### config.mk
export PLATFORM = sky130hd
export DESIGN_NAME = rtc_clock_set
export DESIGN_NICKNAME = d
export VERILOG_FILES = /design/src/rtl/rtc_clock_set.sv
export SDC_FILE = /design/constraint.sdc
export NUM_CORES = 1
export LEC_CHECK = 0
export CORE_ASPECT_RATIO = 0.5
export CORE_UTILIZATION = 51
export CTS_BUF_LIST = sky130_fd_sc_hd__clkbuf_8 sky130_fd_sc_hd__clkbuf_16
export CTS_CLUSTER_DIAMETER = 30
export DETAILED_ROUTE_END_ITERATION = 7
export GPL_TIMING_DRIVEN = 0
export PLACE_DENSITY = 0.71
export SLEW_MARGIN = 20
export SYNTH_ARGS = -nofsm -noshare
export SYNTH_HDL_FRONTEND = slang
export SYNTH_SLANG_ARGS = --single-unit
export TNS_END_PERCENT = 30
### constraint.sdc
create_clock -name clk -period 6.9 [get_ports clk]
set_input_delay 2.07 -clock clk [delete_from_list [all_inputs] [get_ports clk]]
set_output_delay 2.07 -clock clk [all_outputs]
set_load 0.02 [all_outputs]
### src/rtl/rtc_clock_set.sv
`default_nettype none
// ============================================================================
// rtc_clock_set : settable HH:MM:SS real-time clock with BCD display feed.
// Optional alarm feature is built when the ALARM_EN macro is defined.
// Revision: 1.0
// ============================================================================
module rtc_clock_set #(
  parameter int CLK_HZ     = 100000000,
  parameter int RESET_HOUR = 0
) (
  input  logic        clk,
  input  logic        rst,
  input  logic [4:0]  key,
  output logic [15:0] seg_data,
  output logic [23:0] time_bcd,
  output logic        tick_1s,
  output logic        set_mode,
  output logic        pm,
  output logic        alarm
);

  function automatic logic [7:0] to_bcd(input logic [5:0] v);
    logic [5:0] tens;
    tens = v / 6'd10;
    return {4'(tens), 4'(v - tens * 6'd10)};
  endfunction

  function automatic logic [5:0] adj(input logic [5:0] v, input logic [5:0] top,
                                     input logic up, input logic dn);
    if (up && !dn) return (v == top) ? 6'd0 : v + 6'd1;
    if (dn && !up) return (v == 6'd0) ? top : v - 6'd1;
    return v;
  endfunction

  localparam int              c_pw         = (CLK_HZ > 1) ? $clog2(CLK_HZ) : 1;
  localparam logic [c_pw-1:0] c_presc_max  = c_pw'(CLK_HZ - 1);
  localparam logic [c_pw-1:0] c_blink_half = c_pw'(CLK_HZ / 2);
  localparam logic [5:0]      c_rst_hour   = 6'(RESET_HOUR);
  localparam logic [7:0]      c_rst_hbcd   = to_bcd(6'(RESET_HOUR));
  localparam logic            c_rst_pm     = (RESET_HOUR >= 12);

  localparam logic [2:0] c_s_run  = 3'd0;
  localparam logic [2:0] c_s_hour = 3'd1;
  localparam logic [2:0] c_s_min  = 3'd2;
  localparam logic [2:0] c_s_sec  = 3'd3;
`ifdef ALARM_EN
  localparam logic [2:0] c_s_ahour = 3'd4;
  localparam logic [2:0] c_s_amin  = 3'd5;
`endif

  logic [4:0]      r_key_s1, r_key_s2, r_key_d;
  logic [4:0]      w_key_rise;
  logic            w_inc, w_dec;
  logic [2:0]      r_state, w_state_nxt;
  logic            w_sel_hour, w_sel_min, w_sel_sec, w_sel_ahour, w_sel_amin;
  logic [c_pw-1:0] r_presc, r_blink;
  logic [5:0]      r_sec, r_min, r_hour;
  logic [5:0]      w_tk_sec, w_tk_min, w_tk_hour;
  logic            r_page, r_fmt12;
  logic [5:0]      w_disp_hour;
  logic [7:0]      w_hi, w_lo;
  logic            w_hi_sel, w_lo_sel, w_blank;
  logic [15:0]     w_seg;

  // Two-flop synchroniser plus a delay stage for rising-edge detection.
  always_ff @(posedge clk or posedge rst) begin
    if (rst) begin
      r_key_s1 <= '0;
      r_key_s2 <= '0;
      r_key_d  <= '0;
    end else begin
      r_key_s1 <= key;
      r_key_s2 <= r_key_s1;
      r_key_d  <= r_key_s2;
    end
  end

  assign w_key_rise = r_key_s2 & ~r_key_d;
  assign w_inc      = w_key_rise[2] & ~w_key_rise[3] & ~w_key_rise[0];
  assign w_dec      = w_key_rise[3] & ~w_key_rise[2] & ~w_key_rise[0];

  always_ff @(posedge clk or posedge rst) begin
    if (rst) r_state <= c_s_run;
    else     r_state <= w_state_nxt;
  end

  always_comb begin
    w_state_nxt = r_state;
    if (w_key_rise[0]) begin
      case (r_state)
        c_s_run:   w_state_nxt = c_s_hour;
        c_s_hour:  w_state_nxt = c_s_min;
        c_s_min:   w_state_nxt = c_s_sec;
`ifdef ALARM_EN
        c_s_sec:   w_state_nxt = c_s_ahour;
        c_s_ahour: w_state_nxt = c_s_amin;
`endif
        default:   w_state_nxt = c_s_run;
      endcase
    end
  end

  always_comb begin
    set_mode    = (r_state != c_s_run);
    tick_1s     = (r_state == c_s_run) && (r_presc == c_presc_max);
    w_sel_hour  = (r_state == c_s_hour);
    w_sel_min   = (r_state == c_s_min);
    w_sel_sec   = (r_state == c_s_sec);
`ifdef ALARM_EN
    w_sel_ahour = (r_state == c_s_ahour);
    w_sel_amin  = (r_state == c_s_amin);
`else
    w_sel_ahour = 1'b0;
    w_sel_amin  = 1'b0;
`endif
  end

  // Prescaler frozen at zero while editing so RUN re-entry starts a full second.
  always_ff @(posedge clk or posedge rst) begin
    if (rst) begin
      r_presc <= '0;
      r_blink <= '0;
    end else begin
      r_presc <= (set_mode || r_presc == c_presc_max) ? '0 : r_presc + 1'b1;
      r_blink <= (!set_mode || r_blink == c_presc_max) ? '0 : r_blink + 1'b1;
    end
  end

  assign w_tk_sec  = adj(r_sec, 6'd59, 1'b1, 1'b0);
  assign w_tk_min  = (r_sec == 6'd59) ? adj(r_min, 6'd59, 1'b1, 1'b0) : r_min;
  assign w_tk_hour = (r_sec == 6'd59 && r_min == 6'd59) ?
                     adj(r_hour, 6'd23, 1'b1, 1'b0) : r_hour;

  always_ff @(posedge clk or posedge rst) begin
    if (rst) begin
      r_sec  <= 6'd0;
      r_min  <= 6'd0;
      r_hour <= c_rst_hour;
    end else if (tick_1s) begin
      r_sec  <= w_tk_sec;
      r_min  <= w_tk_min;
      r_hour <= w_tk_hour;
    end else begin
      if (w_sel_hour) r_hour <= adj(r_hour, 6'd23, w_inc, w_dec);
      if (w_sel_min)  r_min  <= adj(r_min,  6'd59, w_inc, w_dec);
      if (w_sel_sec)  r_sec  <= adj(r_sec,  6'd59, w_inc, w_dec);
    end
  end

  always_ff @(posedge clk or posedge rst) begin
    if (rst) begin
      r_page  <= 1'b0;
      r_fmt12 <= 1'b0;
    end else begin
      r_page  <= r_page ^ w_key_rise[1];
      r_fmt12 <= r_fmt12 ^ w_key_rise[4];
    end
  end

`ifdef ALARM_EN
  logic [5:0] r_ahour, r_amin, r_alarm_cnt;
  logic       r_alarm, w_alarm_hit;

  assign w_alarm_hit = tick_1s && (w_tk_sec == 6'd0) &&
                       (w_tk_min == r_amin) && (w_tk_hour == r_ahour);

  // Any key edge silences the alarm; otherwise it lasts 60 ticks.
  always_ff @(posedge clk or posedge rst) begin
    if (rst) begin
      r_ahour     <= 6'd0;
      r_amin      <= 6'd0;
      r_alarm     <= 1'b0;
      r_alarm_cnt <= 6'd0;
    end else begin
      if (w_sel_ahour) r_ahour <= adj(r_ahour, 6'd23, w_inc, w_dec);
      if (w_sel_amin)  r_amin  <= adj(r_amin,  6'd59, w_inc, w_dec);
      if (|w_key_rise) begin
        r_alarm <= 1'b0;
      end else if (w_alarm_hit) begin
        r_alarm     <= 1'b1;
        r_alarm_cnt <= 6'd0;
      end else if (r_alarm && tick_1s) begin
        if (r_alarm_cnt == 6'd59) r_alarm <= 1'b0;
        r_alarm_cnt <= r_alarm_cnt + 6'd1;
      end
    end
  end

  assign alarm = r_alarm;
`else
  assign alarm = 1'b0;
`endif

  always_comb begin
    if (!r_fmt12)              w_disp_hour = r_hour;
    else if (r_hour == 6'd0)   w_disp_hour = 6'd12;
    else if (r_hour > 6'd12)   w_disp_hour = r_hour - 6'd12;
    else                       w_disp_hour = r_hour;
  end

  always_comb begin
    w_blank = set_mode && (r_blink >= c_blink_half);
    if (!r_page) begin
      w_hi     = to_bcd(w_disp_hour);
      w_lo     = to_bcd(r_min);
      w_hi_sel = w_sel_hour;
      w_lo_sel = w_sel_min;
    end else begin
      w_hi     = to_bcd(r_min);
      w_lo     = to_bcd(r_sec);
      w_hi_sel = w_sel_min;
      w_lo_sel = w_sel_sec;
    end
`ifdef ALARM_EN
    if (w_sel_ahour || w_sel_amin) begin
      w_hi     = to_bcd(r_ahour);
      w_lo     = to_bcd(r_amin);
      w_hi_sel = w_sel_ahour;
      w_lo_sel = w_sel_amin;
    end
`endif
    w_seg = {(w_blank && w_hi_sel) ? 8'hFF : w_hi,
             (w_blank && w_lo_sel) ? 8'hFF : w_lo};
  end

  always_ff @(posedge clk or posedge rst) begin
    if (rst) begin
      seg_data <= {c_rst_hbcd, 8'h00};
      time_bcd <= {c_rst_hbcd, 16'h0000};
      pm       <= c_rst_pm;
    end else begin
      seg_data <= w_seg;
      time_bcd <= {to_bcd(r_hour), to_bcd(r_min), to_bcd(r_sec)};
      pm       <= (r_hour >= 6'd12);
    end
  end

endmodule
`default_nettype wire

# Word-level counts from Yosys, hierarchy flattened
# Cells that the tools add are included.
# classes
n_reduce_logical	26
n_eq_ne	10
mul	4
mux	55
bitwise_logic	11
div	4
order_cmp	3
n_addsub	13
# op_table
op	count
$mux 6	29
$add 27x1->27 const B	2
$eq 27x27->1 const B	2
$mux 27	2
$mux 8	4
$ge 27x26->1 const B	1
$div 6x4->6 const B	4
$mul 6x3->3 const B	4
$mux 1	19
$add 6x1->6 const B	3
$logic_not 6->1	3
$sub 6x1->6 const B	3
$sub 4x4->4	4
$eq 6x6->1 const B	2
$reduce_bool 3->1	4
$logic_and 1x1->1	7
$eq 3x2->1 const B	2
$eq 6x5->1 const B	1
$ge 6x4->1 const B	1
$gt 6x4->1 const B	1
$pmux 2 s3	1
$reduce_and 3->1	2
$reduce_bool 2->1	3
$sub 6x4->6 const B	1
11 further kinds	21
# word_totals
elab_cells	140
in_bits	7
output_inout_bits	44
regBits	133

# Longest topological paths before layout
# Gate-level depths: netlist (run 1).
# depth
depth_word	17
depth_mapped	20

# Least setup slack after synthesis (run 1)
# No wires, ideal clock.
# synth_path
path_kind	register to register
startpoint	register r_hour[2]
endpoint	register seg_data[11]
arrival_time_ns	4.051
slack_ns	2.710
t_required_ns	6.761
path_stages_with_launch	21
n_path_buf	1
cell_sequence	dfrtp_1 > clkbuf_1 > inv_1 > ha_1 > nand2_1 > a311oi_1 > nor2_1 > maj3_1 > a21oi_1 > inv_1 > ha_1 > nand2_1 > a21oi_1 > a21boi_0 > o22ai_1 > inv_1 > ha_1 > fa_1 > xnor2_1 > xnor2_1 > o211ai_1
# synth_between
elab_chain_len	9
elab_cells_between_ends	11
cone_classes	add/sub: 2; mul: 1; div: 1; order compare: 1; mux: 5; reduce/logical: 1
# synth_rtl
item	line_no	text
from (decl)	57	logic [5:0] r_sec, r_min, r_hour;
from (signal assigned)	138	r_hour <= c_rst_hour;
from (signal assigned)	142	r_hour <= w_tk_hour;
from (signal assigned)	144	if (w_sel_hour) r_hour <= adj(r_hour, 6'd23, w_inc, w_dec);
$sub 6x4->6 / $gt 6x4->1 (equally long branches)	197	else if (r_hour > 6'd12) w_disp_hour = r_hour - 6'd12;
$mux 6	197	
$mux 6	196	else if (r_hour == 6'd0) w_disp_hour = 6'd12;
$mux 6 (*)	195	if (!r_fmt12) w_disp_hour = r_hour;
$div 6x4->6	24	tens = v / 6'd10;
$mul 6x3->3	25	return {4'(tens), 4'(v - tens * 6'd10)};
$sub 4x4->4 (*)	25	
$mux 8 (*)	203	if (!r_page) begin
$mux 8 (*)	222	w_seg = {(w_blank && w_hi_sel) ? 8'hFF : w_hi,
net w_seg[11]	63	logic [15:0] w_seg;
to (signal assigned)	228	seg_data <= {c_rst_hbcd, 8'h00};
to (signal assigned)	232	seg_data <= w_seg;
to (decl)	14	output logic [15:0] seg_data,
# The timed path passes the listed nets; every way through them passes the cells marked *.
# A chain may end at the register's enable or synchronous reset.

# Final worst setup path (run 1)
# Same ends and word-level chain as after synthesis.

==> results of run 1 <==
-- through the flow --
stage	total power [mW]	setup slack [ps]	utilization, %	TNS (ps)	cells
final	3.83	1750	64.0	0	988
after detailed placement	2.85	2030	59.1	0	956
after CTS	3.84	1810	64.0	0	988
after floorplan	2.32	1390	-	0	739
after global routing	4.10	1440	64.0	0	988
after global placement	2.79	-326	58.8	-39860	955
-- cells by family after synthesis --
family / count (synthesis)
AOI/OAI and AO/OA: 130
other: 1
buffers and inverters: 79
adders and majority gates: 34
muxes: 12
DFF: 129
xor gates and xnor gates: 68
and+or+nand+nor: 283
-- Yosys cell counts (5+ instances only) --
library cell / instances / area [sq um]
sky130_fd_sc_hd__mux2i_1: 7 / 70.1
sky130_fd_sc_hd__xnor2_1: 34 / 298
sky130_fd_sc_hd__o211ai_1: 11 / 82.6
sky130_fd_sc_hd__nor3b_1: 8 / 60.1
sky130_fd_sc_hd__nand3_1: 39 / 195
sky130_fd_sc_hd__nor3_1: 12 / 60.1
sky130_fd_sc_hd__a31oi_1: 5 / 31.3
sky130_fd_sc_hd__dfrtp_1: 129 / 3230
sky130_fd_sc_hd__o21ai_0: 26 / 130
sky130_fd_sc_hd__buf_4: 5 / 37.5
sky130_fd_sc_hd__clkbuf_1: 26 / 97.6
sky130_fd_sc_hd__nand4_1: 9 / 56.3
sky130_fd_sc_hd__mux2_2: 5 / 56.3
sky130_fd_sc_hd__a41o_1: 5 / 50.1
sky130_fd_sc_hd__nor2b_1: 13 / 81.3
sky130_fd_sc_hd__inv_1: 42 / 158
sky130_fd_sc_hd__xor2_1: 34 / 298
sky130_fd_sc_hd__nor4_1: 5 / 31.3
sky130_fd_sc_hd__and3_1: 11 / 68.8
sky130_fd_sc_hd__nor2_1: 85 / 319
sky130_fd_sc_hd__nand2_1: 67 / 251
sky130_fd_sc_hd__o21ai_1: 19 / 95.1
sky130_fd_sc_hd__ha_1: 29 / 363
sky130_fd_sc_hd__nand2b_1: 9 / 56.3
sky130_fd_sc_hd__a22o_1: 6 / 52.6
sky130_fd_sc_hd__a21oi_1: 29 / 145
-- power groups by stage --
stage               registers [mW]  logic [mW]  clock network, mW
global placement              1.07        1.72                  0
floorplan                     1.18        1.14                  0
detailed placement            1.08        1.77                  0
finish                        1.06        1.80              0.969
global route                  1.09        1.99               1.02
CTS                           1.06        1.79              0.978
-- cell type report --
cell class | instances | share of cell area, %
multi-input cells | 531 | 41.2
flip-flops and latches | 129 | 38.8
repair buffers | 47 | 5.87
clock buffers | 17 | 5.12
well taps | 170 | 2.56
clock inverters | 15 | 2.48
plain buffers | 37 | 2.03
inverters | 42 | 1.96
-- worst max-delay path, stage by stage (launching register included) --
cell	delay, ps
sky130_fd_sc_hd__dfrtp_1	450
sky130_fd_sc_hd__clkbuf_1	270
sky130_fd_sc_hd__inv_1	320
sky130_fd_sc_hd__ha_1	280
sky130_fd_sc_hd__nand2_1	70
sky130_fd_sc_hd__a311oi_1	460
sky130_fd_sc_hd__nor2_1	220
sky130_fd_sc_hd__maj3_1	370
sky130_fd_sc_hd__a21oi_1	310
sky130_fd_sc_hd__inv_1	100
sky130_fd_sc_hd__ha_1	290
sky130_fd_sc_hd__nand2_1	50
sky130_fd_sc_hd__a21oi_1	150
sky130_fd_sc_hd__a21boi_0	110
sky130_fd_sc_hd__o22ai_1	370
sky130_fd_sc_hd__inv_1	110
sky130_fd_sc_hd__ha_1	220
sky130_fd_sc_hd__fa_1	400
sky130_fd_sc_hd__xnor2_1	210
sky130_fd_sc_hd__xnor2_1	150
sky130_fd_sc_hd__o211ai_1	100
-- path summary, 6_finish.rpt --
kind	startpoint	endpoint	slack [ps]	cells past startpoint
max in group asynchronous	rst	time_bcd[8]	4070	3
min reg2reg	r_key_s1[0]	r_key_s2[0]	350	0
min	r_key_s1[0]	r_key_s2[0]	350	0
max	r_hour[2]	seg_data[11]	1750	20
min in group asynchronous	rst	r_blink[14]	2080	2
max reg2reg	r_hour[2]	seg_data[11]	1750	20
-- state kept, by name, indices dropped and copies added (netlist names) --
| register | count |
|---|---|
| pm | 1 |
| r_blink | 27 |
| r_fmt12 | 1 |
| r_hour | 6 |
| r_key_d | 5 |
| r_key_s1 | 5 |
| r_key_s2 | 5 |
| r_min | 6 |
| r_page | 1 |
| r_presc | 27 |
| r_sec | 6 |
| r_state | 2 |
| seg_data | 16 |
| time_bcd | 21 |
-- per-layer routing --
metal,GRT usage [%],share of wire [%],up-vias
met3,5.14,4.0,25
met2,35.5,46,138
met5,0,0,-
met4,7.51,1.6,0
met1,29.8,49,2672
li1,-,-,2652
==> results list, run 1 <==
- The clock passes through at most 2 buffers.
- Synthesis inferred 129 register bits.
- Combinational logic is responsible for 46.9% of the overall power.
* Number of enable flip-flop cells after synthesis: 0
- Area post-placement: 0.00768 sq mm
- IR analysis of the VDD net gives a maximum drop of 194 uV.
* Switching component of the power: 1.53 mW
- Portion of the post-synthesis area used by sequential elements: 46.4%
- Startpoint Class: register
- Gates resized during post-CTS repair numbered 0.
- Detailed placement ended at an HPWL of 9.73 mm.
- Final global-route overflow total: 0
- The final-report hold violation count is 0.
- Total vias in the final route: 5,487
* Arrival time worst endpoint: 5430 ps
* Register area: 0.00323 sq mm
* Unrepaired setup endpoints after global routing: no
- Summing all multi-input logic gate instances after layout gives 0.00342 sq mm.
- Sequential Power Share: 27.8%
- Entering global routing, the biggest net connects 73 pins.
- In this run the tool buffered the top-level ports with 46 buffer cells.
* XOR/XNOR Fraction of Synth Area: 8.56%
- For the worst setup path, the data required time is 7180 ps.
* Clock latency at the later pin of the worst-skew pair: 430 ps
* Die extent in x: 167 microns
- Transition time at the pin with the least slew margin: 906 ps
- Across the run, the number of max-cap violations was 0.
- The repair_antennas step left the layout with diodes totalling 0.
* Result of the run: complete, no violations
- The region available for standard cell placement spans 0.0130 sq mm.
- The number of hold buffers added after CTS was 0.
- Area growth from synthesis to layout: 19.5%
- Summing the areas of all compound-gate instances in the mapped netlist gives 12.0% of the synthesized area.
- Average wire per cell in the routed design: 14.8 microns
- CTS tree: yes
* Final weighted congestion in routability-driven placement: 0.857
* Clock root buffer: sky130_fd_sc_hd__clkbuf_16
- Summing every instance area after synthesis gives 0.00696 sq mm.
- The first global-routing pass estimated 24.9 mm of wire.
- In this run the post-CTS setup repair buffer count came out at 0.
* Nets: 845
- After detailed routing, the number of remaining DRC violations is 0.
* Unique cell type count in the Yosys netlist: 62
* Tot GR Track Use: 22.1%
* Final Critical Period: 5150 ps
- The min-delay analysis places its worst path in the category register to register.
- CTS built an H-tree with a depth of 4.
- Top library cells by usage in the layout, fill and taps aside: sky130_fd_sc_hd__dfrtp_1, sky130_fd_sc_hd__nor2_1, sky130_fd_sc_hd__nand2_1, sky130_fd_sc_hd__clkdlybuf4s50_1, sky130_fd_sc_hd__inv_1
* Post-synthesis simple-gate area fraction: 20.0%
- The number of pins exceeding their max-slew limit in the final report is 0.
- Worst clock skew: 9.76 ps
- The Yosys step of the flow raised 0 warnings.
* Max_slew headroom: 39.1%
- Final setup violation count: 0
* Number of detailed-routing iterations run before antenna repair: 5
- In the routed layout, each cell is associated on average with a via count of 5.55.
- The initial utilization of the core area, before any placement, comes to 53.6%.
- Of the total power, the clock network draws 25.3%.
- During I/O placement, the number of pins put on the boundary was 51.
- The number of global-route vias before repair is 5,247.
- The floorplan has 29 rows.
- In this run the worst path has a maximum fanout of 9.
- Syn avg cell area: 9.46 sq um
- Power spread over the standard cell area amounts to 461 mW/mm^2.
- After Yosys synthesis, full adders, half adders and majority gates account for 6.51% of the synthesized area.
- After clock tree synthesis, the clock-pin slew on the worst setup and hold paths is 60 ps.
- Counting the fill cells in the layout gives 1,040.
- Counting every sink on the clock net gives 129.
- Switching part of the total power: 40.0%
- The die covers 0.0141 sq mm.
- Of the cells placed in the final design, the portion with a size suffix greater than 1 is 6.48%.
* Most common library cell in the layout ignoring fill and taps: sky130_fd_sc_hd__dfrtp_1
* Fmax: 194 MHz
- Once detail routing completed, the nets flagged for antenna violations numbered 0.
- The analysis attributes to cell leakage a power of 3.68 nW.
- Internal power: 2.30 mW
- Height of the chip: 84.6 microns
- After synthesis, the largest family of logic cells by area is simple AND/OR/NAND/NOR gates.
- Final Hold Slack: 348 ps
- Synth Flop Type: sky130_fd_sc_hd__dfrtp_1
- Synthesis produced 736 cells.
- Detailed-route wire length: 14.6 mm
* Number of antenna violations at the first check in global routing: 0
* Drt initial violations: 274
- Of all flip-flops after synthesis, the portion carrying an async set or reset was 100%.
* Total CTS buffers: 17
- Summed area of non-filler cells in the final layout: 0.00831 sq mm
- The portion of synthesized area spent on multiplexers is 1.82%.
* Crit path kind: register to register
- The final critical path takes up 74.7% of the cycle.
- Critical Path Sink Type: register
Power figures use the tool's default switching activity.
==> inputs of run 2 (changes only) <==
==> constraint.sdc (replaced) <==
create_clock -name clk -period 5.3 [get_ports clk]
set_input_delay 1.59 -clock clk [delete_from_list [all_inputs] [get_ports clk]]
set_output_delay 1.59 -clock clk [all_outputs]
set_load 0.02 [all_outputs]
==> run 2 against run 1 <==
  * Sequential cell count stayed put
  * Clock skew about the same
  * Critical path depth did not move
  * First-iteration DRC count up 12%
  * Die area did not move
  * Design area is essentially flat
  * Sequential power increased by 30%
  * Global-route usage unchanged
  * Power rose by 30%
  * Largest cell class unchanged
  * Largest power group unchanged
  * Worst hold slack barely moved
==> results list, run 2 (synthesized netlist as in run 1, its figures left out) <==
* Ports placed on the boundary: 51
* Antenna diode count: 0
- ANT nets after route: 0
- Arrival time worst endpoint: 5180 ps
- Port buffering added 46 buffers.
- Entering global routing, the biggest net connects 73 pins.
* Final global-route overflow total: 0
- P_leak: 3.68 nW
- STA puts the critical path data required time at 5580 ps.
* Wire length of the first global-routing pass: 24.9 mm
- Counting I/O delays and the setup requirement, the final critical path takes 4890 ps.
- Clock root buffer: sky130_fd_sc_hd__clkbuf_16
- Walking the worst path, the cells encountered are clkbuf_1 -> inv_2 -> ha_1 -> and2_1 -> nor3b_1 -> mux2_2 -> maj3_1 -> a21oi_1 -> inv_1 -> ha_1 -> nand2_1 -> a21oi_1 -> a21boi_0 -> o22ai_1 -> inv_1 -> ha_1 -> fa_1 -> xnor2_1 -> xnor2_1 -> o211ai_1.
- Clock-pin slew was measured on the worst setup and hold paths at 60 ps.
* Final hold violations: 0
- The first TritonRoute pass finished after 4 iterations.
* Detailed-route wire length: 14.6 mm
* Layout cell share with drive strength beyond 1: 6.72%
- The tool flagged a number of max-cap violations equal to 0.
* Average wire per cell in the routed design: 14.8 microns
- Critical Path Fanout Max: 9
* Cell depth of the worst min-delay path: 0
- Worst setup slack for register-to-register paths: 410 ps
- H-tree depth: 4
- The number of placed instances, taps included, is 956.
- In this run the post-CTS setup repair buffer count came out at 0.
- Across the routed clock network, the largest skew measured is 9.64 ps.
* Critical Path Sink Type: register
* Routed met3 length: 604 microns
* Met2 wire len: 6.66 mm
- The critical path is of the register to register type.
- Routed signal wires occupy layers up through met4.
- Final setup violation count: 0
- Post-layout instance count excluding filler cells: 988
- The die is 167 microns wide.
- The flow ran to the end, and the final reports show no timing, DRC or antenna violations.
- Standard cell core area: 0.0130 sq mm
* Number of rows in the core area: 29
* Clock latency at the later pin of the worst-skew pair: 420 ps
- Headroom to the max-slew limit came out at 35.5%.
* Final weighted congestion in routability-driven placement: 0.857
* Via count of the first global-routing pass: 5,247
* Maximum clock path buffer count: 2
- Leading registers by flop count: r_blink: 27 flops, r_presc: 27 flops, time_bcd: 21 flops
* Number of antenna violations at the first check in global routing: 0
- The die covers 0.0141 sq mm.
- Timing would allow up to 204 MHz.
- Number of cells traversed by the worst register-to-register path: 20
* Per-cell via count in the routed design: 5.55
* Power density relative to cell area: 599 mW/mm^2
- VDD sags by at most 253 uV.
- DRC: 0
- At the pin with the least slew margin, the transition time is 960 ps.
- In the final design database the tool counted 845 nets.
- Reg-to-Reg Start: r_hour[2]
- After layout, the design draws a total of 4.99 mW.
- Most common library cell in the layout ignoring fill and taps: sky130_fd_sc_hd__dfrtp_1
* Total CTS buffers: 17
- The number of pins exceeding their max-slew limit in the final report was 0.
* Total vias in the final route: 5,487
* Reg2Reg Capture Point: seg_data[11]
- The worst setup path is launched from a register.
- Count of fill cells added during filler insertion: 1,038
- After layout, the worst path uses 92.4% of the clock period.
- Start point of the worst min-delay path: r_key_s1[0]
* Most used cell, CP: sky130_fd_sc_hd__ha_1
* Detailed Place HPWL: 9.73 mm
- The die is 84.6 microns tall.
- Tot GR Track Use: 22.1%
- In this run, the number of DRC markers left after iteration 0 of detailed routing was 306.
- Maximum cell stage delay along the critical path: 450 ps
- Counting every sink on the clock net gives 129.
- Area growth from synthesis to layout: 19.6%
- Metal1 wirelength: 7.12 mm
* Class of the tightest hold or removal check: register to register
- WHS Endpoint: r_key_s2[0]
* Initial cell density of the core: 53.6%
- Among all stages on the critical path, the largest delay is contributed by sky130_fd_sc_hd__dfrtp_1.
- CTS tree: yes
* Top library cells by usage in the layout, fill and taps aside: sky130_fd_sc_hd__dfrtp_1, sky130_fd_sc_hd__nor2_1, sky130_fd_sc_hd__nand2_1, sky130_fd_sc_hd__clkdlybuf4s50_1, sky130_fd_sc_hd__inv_1
- Unrepaired setup endpoints after global routing: no
run 2: cell counts in the layout (fill, tap and decap cells not counted):
No cell type changed its count.
run 2: stage by stage:
stage	utilization [%]	hold slack (ps)	area (sq um)	worst slack, ps	setup TNS [ps]
after floorplan	-	331	6970	269	0
after global placement	58.8	332	7640	-1450	-184340
after detailed placement	59.1	336	7680	425	0
after CTS	64.0	350	8310	208	0
after global routing	64.1	351	8320	49.0	0
final	64.1	348	8320	405	0
run 2: report_power, final:
part / switching (mW) / internal [mW]
registers: 0.150 / 1.23
logic: 1.37 / 0.966
clock network: 0.470 / 0.793
run 2: area by class of cell:
type	count	area, sq um	share of cell area (%)
Multi-Input combinational cell	531	3430	41.2
Clock buffer	17	425	5.11
Tap cell	170	213	2.56
Sequential cell	129	3230	38.8
Buffer	37	169	2.03
Inverter	42	163	1.95
Timing Repair Buffer	47	488	5.86
Clock inverter	15	206	2.48
run 2: how the worst max path moves through the flow:
| stage | slack, ps | to | cells after the start | from |
|---|---|---|---|---|
| 2_1_floorplan | 270 | pm | 1 | rst |
| 3_3_place_gp | -1450 | time_bcd[21] | 2 | rst |
| 3_5_place_dp | 430 | seg_data[11] | 20 | r_hour[2] |
| 4_1_cts | 210 | seg_data[11] | 20 | r_hour[2] |
| 5_1_grt | 50 | seg_data[11] | 19 | r_hour[3] |
| 6_report | 410 | seg_data[11] | 20 | r_hour[2] |
run 2: timing repair:
action / in CTS / in global routing
hold buffers: 0 / 0
endpoints found under the hold margin: 0 / 0
resized for setup: 0 / 2
endpoints found under the setup margin: 0 / 1
run 2: critical path: cells and delay by family (launching register included):
family          cells  cell delay, ps
xor+xnor            2             360
fa+ha+maj           5            1520
flops               1             450
compound gates      5            1020
simple gates        3             360
buf+inv             4             710
mux                 1             340
run 2: per-layer routing:
layer / vias to the layer above / global-route usage, %
li1: 2652 / -
met1: 2666 / 29.8
met4: 0 / 7.51
met5: - / 0
met2: 149 / 35.5
met3: 20 / 5.14
